===== src/rtl/fetch_unit.sv =====
// Instruction fetch stage: holds the PC, reads one word at a time over req/ack,
// and presents the decoded fields until downstream consumes them.
module fetch_unit #(
    parameter logic [31:0] RESET_PC = 32'h0000_0000
) (
    input  logic        clk,
    input  logic        reset,
    output logic        imem_req,
    output logic [31:0] imem_addr,
    input  logic        imem_ack,
    input  logic [31:0] imem_rdata,
    input  logic        stall,
    input  logic        PCSrc,
    input  logic [31:0] branch_target,
    output logic        instr_valid,
    output logic [31:0] Instr,
    output logic [3:0]  Cond,
    output logic [1:0]  Op,
    output logic [5:0]  Funct,
    output logic [3:0]  Rd,
    output logic [31:0] PC,
    output logic [31:0] PCPlus8,
    output logic [31:0] fetch_count
);

    typedef enum logic [1:0] {
        StIdle  = 2'd0,
        StFetch = 2'd1,
        StHold  = 2'd2
    } state_t;

    localparam logic [31:0] ResetPcAligned = {RESET_PC[31:2], 2'b00};

    state_t      r_state;
    state_t      w_state_next;
    logic [31:0] r_pc;
    logic [31:0] w_pc_next;
    logic [31:0] r_instr;
    logic [31:0] w_instr_next;
    logic [31:0] r_count;
    logic [31:0] w_count_next;
    logic        r_valid;
    logic        w_valid_next;
    logic        w_unused_tgt_bits;

    // Branch targets are forced word-aligned, so the low bits never matter.
    assign w_unused_tgt_bits = ^branch_target[1:0];

    always_comb begin
        w_state_next = r_state;
        w_pc_next    = r_pc;
        w_instr_next = r_instr;
        w_valid_next = r_valid;
        w_count_next = r_count;
        case (r_state)
            StIdle: begin
                w_state_next = StFetch;
            end
            StFetch: begin
                if (imem_ack) begin
                    w_instr_next = imem_rdata;
                    w_valid_next = 1'b1;
                    w_state_next = StHold;
                end
            end
            StHold: begin
                if (!stall) begin
                    w_pc_next    = PCSrc ? {branch_target[31:2], 2'b00} : r_pc + 32'd4;
                    w_count_next = r_count + 32'd1;
                    w_valid_next = 1'b0;
                    w_state_next = StFetch;
                end
            end
            default: begin
                w_state_next = StIdle;
            end
        endcase
    end

    always_ff @(posedge clk) begin
        if (reset) begin
            r_state <= StIdle;
            r_pc    <= ResetPcAligned;
            r_instr <= 32'd0;
            r_valid <= 1'b0;
            r_count <= 32'd0;
        end else begin
            r_state <= w_state_next;
            r_pc    <= w_pc_next;
            r_instr <= w_instr_next;
            r_valid <= w_valid_next;
            r_count <= w_count_next;
        end
    end

    assign imem_req    = (r_state == StFetch);
    assign imem_addr   = r_pc;
    assign instr_valid = r_valid;
    assign Instr       = r_instr;
    assign Cond        = r_instr[31:28];
    assign Op          = r_instr[27:26];
    assign Funct       = r_instr[25:20];
    assign Rd          = r_instr[15:12];
    assign PC          = r_pc;
    assign PCPlus8     = r_pc + 32'd8;
    assign fetch_count = r_count;

endmodule


===== config.mk =====
export PLATFORM = sky130hd
export DESIGN_NAME = fetch_unit
export DESIGN_NICKNAME = d
export VERILOG_FILES = /design/src/rtl/fetch_unit.sv
export SDC_FILE = /design/constraint.sdc
export NUM_CORES = 1
export LEC_CHECK = 0
export BUFFER_PORTS_ARGS = -buffer_cell sky130_fd_sc_hd__clkbuf_2
export CORE_MARGIN = 3
export CORE_UTILIZATION = 45
export DETAILED_ROUTE_END_ITERATION = 10
export PLACE_DENSITY = 0.78
export SYNTH_ARGS = -nofsm -noshare
export SYNTH_HDL_FRONTEND = slang
export SYNTH_SLANG_ARGS = --single-unit

===== constraint.sdc =====
create_clock -name clk -period 3.4 [get_ports clk]
set_clock_uncertainty 0.1 [all_clocks]
set_input_delay 0.17 -clock clk [delete_from_list [all_inputs] [get_ports clk]]
set_output_delay 0.17 -clock clk [all_outputs]
set_load 0.02 [all_outputs]

# [Word level (Yosys, flattened, before mapping)]
# Cells that the tools add are included.
# W data, S select, Z words.
[word_totals] reg_bits=99 in_bits=69 out_inout_bits=178 elab_cells=26
[classes] addsub=3 eq_ne=4 muxes=7 bitwise_logic=1 reduce_logical=6
[ops] operator="$add A32 B1 Y32 const B" count=1
[ops] operator="$add A32 B3 Y32 const B" count=1
[ops] operator="$add A32 B4 Y32 const B" count=1
[ops] operator="$mux W32" count=1
[ops] operator="$pmux W2 S3" count=1
[ops] operator="$reduce_and A2 Y1" count=3
[ops] operator="$mux W2" count=2
[ops] operator="$reduce_and A3 Y1" count=1
[ops] operator="$eq A2 B1 Y1 const B" count=1
[ops] operator="$eq A2 B2 Y1 const B" count=1
[ops] operator="$logic_not A2 Y1" count=1
[ops] operator="$mux W1" count=2
[ops] operator="$ne A2 B1 Y1 const B" count=1
[ops] operator="$ne A2 B2 Y1 const B" count=1
[ops] operator="$pmux W1 S2" count=1
[ops] operator="$reduce_bool A2 Y1" count=1
[ops] operator="$not A1 Y1" count=1

# [Longest topological paths before layout]
# Gate-level depths: netlist of the first run.
[depth] word_depth=3 mapped_depth=7 mapped_depth_nobuf=6

# [Worst setup path before layout of the first run]
# No wires, ideal clock.
[synth_path] kind="flip-flop to output port" startpoint="register r_pc[5] (netlist: PC[5])" endpoint="output PCPlus8[26]" arrival_ns=2.141 t_required_ns=3.130 slack_ns=0.989 path_stages_with_launch=8 n_path_buf=2 path_cell_list="dfxtp_1 clkbuf_1 nand3_1 or2_2 clkbuf_1 nor4_2 nand3_1 xnor2_1"
[synth_between] elab_chain_cells=1
[synth_lines] item="start, declared" line_no="36" text="logic [31:0] r_pc;"
[synth_lines] item="start signal, assigned" line_no="83" text="r_pc <= ResetPcAligned;"
[synth_lines] item="start signal, assigned" line_no="89" text="r_pc <= w_pc_next;"
[synth_lines] item="$add A32 B4 Y32" line_no="105" text="assign PCPlus8 = r_pc + 32'd8;"
[synth_lines] item="end, declared" line_no="22" text="output logic [31:0] PCPlus8,"
# No other way between the ends.

# [Worst setup path after layout of the first run]
[layout_path] startpoint="register r_pc[15] (netlist: PC[15])" endpoint="output PCPlus8[28]"
# The elaborated chain is that of the path after synthesis.

==> summary.md, run 1 <==
| Metric | Value |
|---|---|
| # fillers | `1041` |
| Layout net count | `985` |
| Die width | `117 um` |
| Final Util | `59.8%` |
| Die Span Y | `117 um` |
| FF-to-FF End | `PC[28]` |
| Grt ovf | `0` |
| Synth Instances | `729` |
| Buffers and inverters on the worst path | `1` |
| CP most frequent cell | `nand2_1` |
| Row cnt | `39` |
| Number of synthesis warnings | `0` |
| Register area share after synthesis | `35.1%` |
| Pins Over Slew Limit | `0` |
| CTS clk-pin slew, worst paths | `0.07 ns` |
| Worst-Skew Late Latency | `0.35 ns` |
| Largest area contributor in the netlist | `dfxtp_1` |
| Fin crit period | `2.89 ns` |
| Crit-path max FO | `13` |
| Hpwl dp | `11.2 mm` |
| Share of cells above drive strength 1 | `30.0%` |
| Final antenna-violating net count | `0` |
| Outcome | `completed` |
| Via count | `5757` |
| Routed Wire Length | `16.4 mm` |
| Largest net degree at the start of global routing | `60` |
| GP Congestion | `0.921` |
| Final Hold Fails | `0` |
| Avg Cell Area, Syn | `7.59 um2` |
| Setup TNS | `0 ns` |
| Clk sink count | `97` |
| Ports | `247` |
| Layout area overhead | `26.6%` |
| Unrepaired setup endpoints after global routing | `no` |
| Port Buffers | `238` |
| Die area | `13700 um2` |
| Starting density of the core | `47.2%` |
| # setup viols final | `0` |
| Commonest non-fill, non-tap cell in the layout | `clkbuf_2` |
| Vias in the first global route | `5160` |
| # DRC | `0` |
| Hold EP | `PC[31]` |
| Synth Register Bits | `97` |
| PwrDens | `367 nW/um2` |
| Synth top area share | `35.1%` |
| Slowest-stage cell, CP | `dfxtp_1` |
| Hold Crit Class | `in -> reg` |
| Flop-to-flop setup slack | `0.79 ns` |
| Drt first pass iters | `5` |
| Setup CP Type | `reg -> out` |
| Min-delay src | `branch_target[31]` |
| Worst EP arrival | `2.62 ns` |
| Leakage | `3.00 nW` |
| Biggest cell delay along the critical path | `0.59 ns` |
| Vias/cell | `5.44` |
| Slew headroom | `38.5%` |
| Core ar. | `11700 um2` |
| Root buffer cell | `clkbuf_16` |
| Max Freq | `0.346 GHz` |
| Ys async rst share | `0%` |
| Startpoint types | `flip-flop` |
| Maxcap violations | `0` |
| Antenna fix cells | `0` |
| Crit path max-delay family | `simple AND/OR/NAND/NOR gates` |
| Number of DRC markers in iteration 0 | `547` |
| Peak VDD IR | `0.000365 V` |
| Synthesized cell area | `5530 um2` |
| Cell Chain, Critical Path | `and3_1 -> nand2_1 -> nor4_2 -> nand2_1 -> xnor2_1 -> clkbuf_2` |
| CP required | `3.13 ns` |
| Reg2reg path depth | `6` |
| Number of library cell types mapped by synthesis | `57` |
| Clk buf depth | `2` |
| Worst hold stages | `3` |
| Post-DR wirelength/cell | `15.5 um` |
| Most frequent cells in the layout | `clkbuf_2, nand2_1, dfxtp_1, a21oi_1, nor2_1` |
| First-pass GRT wire length | `25.3 mm` |
| Post-synth EDFFs | `0` |
| Final period utilization | `84.9%` |
| # H-tree levels | `3` |
| Least-Margin Pin Slew | `0.922 ns` |
| CTS tree | `yes` |
| Reg-to-Reg Start | `PC[2]` |
| Largest cells by area after synthesis | `dfxtp_1, nand2_1, buf_4` |
| Ys flop type | `dfxtp_1` |
| Antenna violations before repair | `0` |
| Num CTS Buffers | `9` |
| CP endpoint kind | `output port` |
| Total track usage | `23.1%` |
## worst max-delay path by stage
stage	startpoint	end	slack [ns]	depth (start not counted)
2_1_floorplan	PC[5]	PCPlus8[26]	0.99	7
3_3_place_gp	PC[15]	PCPlus8[28]	0.88	6
3_5_place_dp	PC[15]	PCPlus8[28]	0.86	6
4_1_cts	PC[15]	PCPlus8[28]	0.48	6
5_1_grt	PC[15]	PCPlus8[26]	0.23	6
6_report	PC[15]	PCPlus8[28]	0.51	6
## synth_stat cells (all sizes together), types with 12 or more instances
master / count
nand2: 119
dfxtp: 97
buf: 67
a21oi: 66
nor2: 56
clkbuf: 43
xnor2: 34
nor3: 33
nand3: 26
o21ai: 23
xor2: 18
nand4: 15
nor4: 12
## per-stage QoR
step                hold WS, ns  cell area (um2)  power (W)  worst slack, ns  std cells
detailed placement        0.299             6370    0.00149            0.859       1013
global route             0.0186             7000    0.00268            0.229       1059
global placement          0.294             6370    0.00149            0.882       1013
floorplan                 0.206             5550    0.00140            0.989        734
CTS                    0.000580             7000    0.00260            0.480       1059
finish                   0.0201             7000    0.00257            0.513       1059
## worst min-delay path: cells and delay by family
kind | cells | cell delay [ns]
compound gates | 1 | 0.08
buf+inv | 1 | 0.09
simple gates | 1 | 0.08
## sequential cells by signal (all words and copies together) (netlist names)
name         cells
PC              30
Instr           32
fetch_count     32
r_state          2
instr_valid      1
## cell families after synthesis
logic type	Yosys count	share of synthesized area (%)
AOI/OAI and AO/OA	133	14.4
xor gates and xnor gates	52	8.23
adders and majority gates	3	0.679
buffers and inverters	121	12.1
DFF	97	35.1
muxes	7	1.27
other	1	0.0678
and+or+nand+nor	315	28.2
## report_power, final
part / switching (W) / total, W / internal [W] / leakage, nW
clock network: 0.000438 / 0.00108 / 0.000638 / 0.151
logic: 0.000185 / 0.000306 / 0.000121 / 2.06
registers: 0.0000285 / 0.00119 / 0.00116 / 0.785
total: 0.000652 / 0.00257 / 0.00192 / 3.00
## area by class of cell
cell class	count	area (um2)	area share, %
Timing Repair Buffer	278	1580	22.6
Clock inverter	5	82.6	1.18
Sequential cell	97	1940	27.7
Inverter	11	41.3	0.590
Clock buffer	9	225	3.22
Multi-Input combinational cell	516	2950	42.1
Tap cell	143	179	2.55
## metal layers
metal | vias up | track usage (%) | share of wire, %
met3 | 37 | 7.20 | 8.4
met2 | 279 | 37.5 | 48
met1 | 2636 | 28.1 | 41
met5 | - | 0 | 0
met4 | 0 | 10.8 | 2.8
li1 | 2805 | - | -
## repair_timing
item,CTS,global route
buffers inserted,0,0
gates resized for setup,0,0
endpoints found under the hold margin,32,0
hold buffers,32,0
No activity file was read; power rests on OpenSTA's default activity.
==> run 2, diff against run 1 <==
clock period = 2.8 ns   (was 3.4 ns; I/O delays follow)
==> summary.md, run 2 (synthesized netlist as in run 1, its figures left out) <==
| Metric | Value |
|---|---|
| Setup CP Type | `reg -> out` |
| Drt first pass iters | `5 (unchanged)` |
| CTS tree | `yes` |
| Ports | `247 (unchanged)` |
| Met1 layer usage reported by global route | `28.2% (+0.10 points)` |
| Setup TNS | `0 ns (unchanged)` |
| Outcome | `completed` |
| Largest net degree at the start of global routing | `52 (-13%)` |
| Layout net count | `1009 (+2.4%)` |
| # setup viols final | `0 (unchanged)` |
| Final Hold Fails | `0 (unchanged)` |
| Routed Wire Length | `16.6 mm (+1.4%)` |
| Worst EP arrival | `2.40 ns (-0.22 ns)` |
| Top Usage Layer GRT | `met2` |
| Cell Chain, Critical Path | `and4_1 -> nand3_1 -> nor4_1 -> nand2_1 -> xnor2_1 -> clkbuf_2` |
| Layout area overhead | `30.3%` |
| Fin area | `7210 um2 (+2.9%)` |
| PwrDens | `417 nW/um2 (+14%)` |
| Maxcap violations | `0 (unchanged)` |
| Final antenna-violating net count | `0 (unchanged)` |
| Most frequent cells in the layout | `clkbuf_2, nand2_1, dfxtp_1, a21oi_1, nor2_1` |
| CTS clk-pin slew, worst paths | `0.07 ns (about the same)` |
| Die width | `117 um (unchanged)` |
| Commonest non-fill, non-tap cell in the layout | `clkbuf_2` |
| Die area | `13700 um2 (unchanged)` |
| Biggest cell delay along the critical path | `0.62 ns (+0.03 ns)` |
| Hold slack final | `0.0239 ns (+0.00376 ns)` |
| Fin crit period | `2.64 ns` |
| Placed cell areas | `6500 um2 (+2.0%)` |
| Die Span Y | `117 um (unchanged)` |
| Final period utilization | `94.3%` |
| CP required | `2.56 ns (-0.57 ns)` |
| GP Congestion | `0.936 (+1.6%)` |
| Vias/cell | `5.36 (-1.4%)` |
| Starting density of the core | `47.2% (unchanged)` |
| CP endpoint kind | `output port` |
| Total track usage | `23.1% (-0.051 points)` |
| Peak VDD IR | `0.000363 V (-0.57%)` |
| Clk sink count | `97 (unchanged)` |
| Root buffer cell | `clkbuf_16` |
| Met3 Track Usage GR | `5.09% (-2.1 points)` |
| Share of cells above drive strength 1 | `31.8% (+1.8 points)` |
| Antenna violations before repair | `0 (unchanged)` |
| # DRC | `0 (unchanged)` |
| Slew headroom | `56.5% (+18 points)` |
| Core ar. | `11700 um2 (unchanged)` |
| Startpoint types | `flip-flop` |
| # H-tree levels | `3 (unchanged)` |
| Unrepaired setup endpoints after global routing | `no` |
| Crit-path max FO | `6 (-7)` |
| Clk buf depth | `2 (unchanged)` |
| Num CTS Buffers | `9 (unchanged)` |
| Row cnt | `39 (unchanged)` |
| Pins Over Slew Limit | `0 (unchanged)` |
| Leakage | `3.11 nW (+4.0%)` |
| Post-DR wirelength/cell | `15.3 um (-1.1%)` |
| Hold Crit Class | `in -> reg` |
| Via count | `5820 (+1.1%)` |
| Max Freq | `0.379 GHz` |
| Vias in the first global route | `5067 (-1.8%)` |
| Met2 usage | `39.7% (+2.2 points)` |
| Hpwl dp | `11.6 mm (+3.8%)` |
| Number of DRC markers in iteration 0 | `443 (-19%)` |
| Grt ovf | `0 (unchanged)` |
| First-pass GRT wire length | `25.2 mm (-0.55%)` |
| Port Buffers | `238 (unchanged)` |
| Worst-Skew Late Latency | `0.35 ns (about the same)` |
| Slowest-stage cell, CP | `nor4_1` |
| Least-Margin Pin Slew | `0.647 ns (-0.275 ns)` |
[run 2: changes by cell type in the layout (fill, tap and decap cells not counted), moves of 2 or more]
cell	delta
buf_4	+17
bufinv_16	-2
dfxtp_1	-3
dfxtp_2	+3
dlygate4sd3_1	+7
[run 2: worst paths after layout]
path                                     to             start  slack (ns)  depth (start not counted)
worst min-delay path                  PC[2]  branch_target[2]        0.02                          3
worst min register to register     Instr[3]          Instr[3]        0.35                          2
worst max-delay path            PCPlus8[30]            PC[21]        0.16                          6
worst max register to register       PC[26]             PC[8]        0.44                          5
[run 2: where the power goes]
| part | internal [W] | leakage (nW) | switching (W) |
|---|---|---|---|
| combinational | 0.000159 | 2.19 | 0.000232 |
| sequential | 0.00141 | 0.787 | 0.0000315 |
| clock | 0.000632 | 0.136 | 0.000542 |
| total | 0.00220 | 3.11 | 0.000805 |
[run 2: what timing repair did]
item                       CTS  global route
setup endpoints to repair    2             9
resized for setup            2             6
setup buffers                0             0
hold buffers                39             0
hold endpoints to repair    39             0
[run 2: final cells by class]
| class | instances | area [um2] |
|---|---|---|
| repair buffers | 302 | 1780 |
| flip-flops and latches | 97 | 1950 |
| well taps | 143 | 179 |
| inverters | 11 | 41.3 |
| fillers | 1079 | 4500 |
| clock buffers | 11 | 243 |
| clock inverters | 5 | 38.8 |
| diodes | 1 | 2.50 |
| multi-input cells | 516 | 2980 |
[run 2: per-stage QoR]
stage | std cells | util, % | power (W) | setup WS (ns)
CTS | 1085 | 61.4 | 0.00304 | 0.00515
finish | 1086 | 61.5 | 0.00301 | 0.160
detailed placement | 1030 | 55.5 | 0.00182 | 0.365
floorplan | 734 | - | 0.00170 | 0.419
global route | 1085 | 61.5 | 0.00313 | 0.000752
global placement | 1030 | 55.5 | 0.00181 | 0.420
[run 2: critical path, delay by kind of cell, from the launching register on]
kind	cells	cell delay [ns]
DFF	1	0.44
xor gates and xnor gates	1	0.16
buffers and inverters	1	0.19
and+or+nand+nor	4	1.27
[run 2: metal layers]
layer	wire [um]	share of wire, %
met1	6940	42
met4	389	2.3
met2	8200	49
met5	0	0
met3	1100	6.6
==> run 3, diff against run 2 <==
ABC_AREA = 1   (was unset)
CTS_BUF_LIST = sky130_fd_sc_hd__clkbuf_8   (was unset)
PLACE_DENSITY = 0.76   (was 0.78)
SKIP_CTS_REPAIR_TIMING = 1   (was unset)
==> summary.md, run 3 <==
| Metric | Value |
|---|---|
| Outcome | `complete, but fails checks` |
| Failing checks | `hold timing` |
| Crit-path max FO | `7 (+1)` |
| Ports | `247 (unchanged)` |
| Num CTS Buffers | `9 (unchanged)` |
| GP Congestion | `0.882 (-5.8%)` |
| Synth top area share | `31.5% (-3.6 points)` |
| Simple-Gate Fraction of Synth Area | `39.8% (+12 points)` |
| Fin crit period | `2.46 ns (-0.184 ns)` |
| Placed cell areas | `7100 um2 (+9.1%)` |
| Total track usage | `24.2% (+1.2 points)` |
| Layout net count | `1240 (+23%)` |
| Post-DR wirelength/cell | `14.3 um (-6.6%)` |
| Startpoint types | `flip-flop` |
| Compound-gate portion of the synthesized area | `10.9% (-3.5 points)` |
| Most frequent cells in the layout | `nand2_1, clkbuf_2, nor2_1, dfxtp_1, a21oi_1` |
| # H-tree levels | `3 (unchanged)` |
| Die width | `123 um (+5.2%)` |
| Layout area overhead | `24.2%` |
| Number of DRC markers in iteration 0 | `516 (+16%)` |
| Final Hold Fails | `1 (+1)` |
| Vias/cell | `5.09 (-5.1%)` |
| Die Span Y | `123 um (+5.2%)` |
| Root buffer cell | `clkbuf_8` |
| Fin area | `7650 um2 (+6.1%)` |
| Reg area | `1940 um2 (-0.19%)` |
| Synth Instances | `959 (+32%)` |
| PwrDens | `359 nW/um2 (-14%)` |
| Port Buffers | `238 (unchanged)` |
| Via count | `6851 (+18%)` |
| CP required | `2.56 ns (about the same)` |
| # setup viols final | `0 (unchanged)` |
| Ys flop type | `dfxtp_1` |
| Largest family of logic cells by synthesized area | `simple AND/OR/NAND/NOR gates` |
| Number of synthesis warnings | `0 (unchanged)` |
| CTS tree | `yes` |
| Clk buf depth | `2 (unchanged)` |
| Setup TNS | `0 ns (unchanged)` |
| Synth Area in XOR/XNOR | `4.55% (-3.7 points)` |
| Avg Cell Area, Syn | `6.42 um2 (-15%)` |
| Grt ovf | `0 (unchanged)` |
| Pins Over Slew Limit | `0 (unchanged)` |
| Synth Register Bits | `97 (unchanged)` |
| Overall power | `0.00274 W (-8.8%)` |
| Die area | `15100 um2 (+11%)` |
| Post-synth EDFFs | `0 (unchanged)` |
| Clk sink count | `97 (unchanged)` |
| Multiplexer area fraction after synthesis | `0% (-1.3 points)` |
| Largest area contributor in the netlist | `dfxtp_1` |
| Maxcap violations | `0 (unchanged)` |
| Commonest non-fill, non-tap cell in the layout | `nand2_1` |
| Ys async rst share | `0% (unchanged)` |
| Adder and majority cell fraction of the synthesized area | `0.610% (-0.069 points)` |
| Register area share after synthesis | `31.5% (-3.6 points)` |
| Routed Wire Length | `19.3 mm (+16%)` |
| Synthesized cell area | `6160 um2 (+11%)` |
| Commonest cells in the netlist | `nand2_1, nor2_1, dfxtp_1, a21oi_1, nand3_1` |
| # DRC | `0 (unchanged)` |
| Setup CP Type | `reg -> out` |
| Final antenna-violating net count | `0 (unchanged)` |
| CTS clk-pin slew, worst paths | `0.09 ns (+0.02 ns)` |
| Share of cells above drive strength 1 | `26.0% (-5.8 points)` |
| Area of the multi-input gates | `3460 um2 (+16%)` |
| Final Util | `57.5% (-4.0 points)` |
| Hold Crit Class | `in -> reg` |
| Worst EP arrival | `2.22 ns (-0.18 ns)` |
| Core ar. | `13300 um2 (+14%)` |
| CP endpoint kind | `output port` |
| Peak VDD IR | `0.000293 V (-19%)` |
| Largest cells by area after synthesis | `dfxtp_1, nand2_1, nor2_1` |
| Number of library cell types mapped by synthesis | `41 (-28%)` |
| Most common cell in the netlist | `nand2_1` |
| Drt first pass iters | `5 (unchanged)` |
| # fillers | `1300 (+20%)` |
| Row cnt | `42 (+7.7%)` |
| Leakage | `3.29 nW (+5.6%)` |
| Slew headroom | `40.3% (-16 points)` |
| Vias in the first global route | `5932 (+17%)` |
| Hold slack final | `-0.00319 ns (-0.0271 ns)` |
| Max Freq | `0.407 GHz (+7.5%)` |
| Unrepaired setup endpoints after global routing | `no` |
| Largest net degree at the start of global routing | `80 (+54%)` |
| Final period utilization | `87.7% (-6.6 points)` |
| Antenna fix cells | `0 (-1)` |
| Worst-Skew Late Latency | `0.36 ns (about the same)` |
| First-pass GRT wire length | `29.4 mm (+17%)` |
| Least-Margin Pin Slew | `0.895 ns (+0.249 ns)` |
| Starting density of the core | `46.3% (-0.91 points)` |
| Hpwl dp | `13.8 mm (+19%)` |
| Antenna violations before repair | `1 (+1)` |
[run 3: where the power goes]
part / switching, W / internal (W) / leakage (nW) / total, W
clock network: 0.000502 / 0.000404 / 0.0872 / 0.000906
registers: 0.0000333 / 0.00141 / 0.785 / 0.00144
logic: 0.000243 / 0.000151 / 2.42 / 0.000393
[run 3: area by class of cell]
type,instances,area share [%]
Sequential cell,97,25.4
Inverter,61,2.99
Clock inverter,5,0.769
Multi-Input combinational cell,717,45.2
Timing Repair Buffer,282,21.1
Clock buffer,9,1.62
Tap cell,176,2.88
[run 3: per-layer routing]
layer | vias to the layer above | part of all wire, % | track usage (%)
met1 | 3072 | 42 | 31.3
met3 | 28 | 8.7 | 5.17
met2 | 318 | 48 | 40.6
met4 | 2 | 1.7 | 7.75
met5 | - | 0.067 | 0
li1 | 3431 | - | -
[run 3: metrics by stage]
stage,hold WS [ns],instances,setup WS [ns]
2_1_floorplan,0.203,964,0.814
3_3_place_gp,0.296,1296,0.759
3_5_place_dp,0.302,1296,0.771
4_1_cts,-0.107,1310,0.325
5_1_grt,0.0173,1347,0.152
6_report,-0.00319,1347,0.344
[run 3: kinds of logic (layout without fill, tap and decap cells)]
| group | count (synthesis) | count (layout) |
|---|---|---|
| AOI/OAI and AO/OA | 126 | 126 |
| xor gates and xnor gates | 32 | 32 |
| adders and majority gates | 3 | 3 |
| buffers and inverters | 150 | 357 |
| DFF | 97 | 97 |
| other | 1 | 6 |
| and+or+nand+nor | 550 | 550 |
[run 3: worst max-delay path: stages (launching register included)]
cell      delay, ns
dfxtp_1        0.47
ha_1           0.27
inv_1          0.08
nor2_2         0.20
nand2_4        0.13
nor3_4         0.18
nand2_1        0.09
xor2_1         0.22
clkbuf_2       0.21
[run 3: path summary, 6_finish.rpt]
path | startpoint | endpoint | slack, ns | cells after the start
min | branch_target[31] | PC[31] | -0.003 | 4
max reg2reg | PC[2] | PC[18] | 0.81 | 8
max | PC[4] | PCPlus8[31] | 0.34 | 8
min reg2reg | Instr[0] | Instr[0] | 0.37 | 2
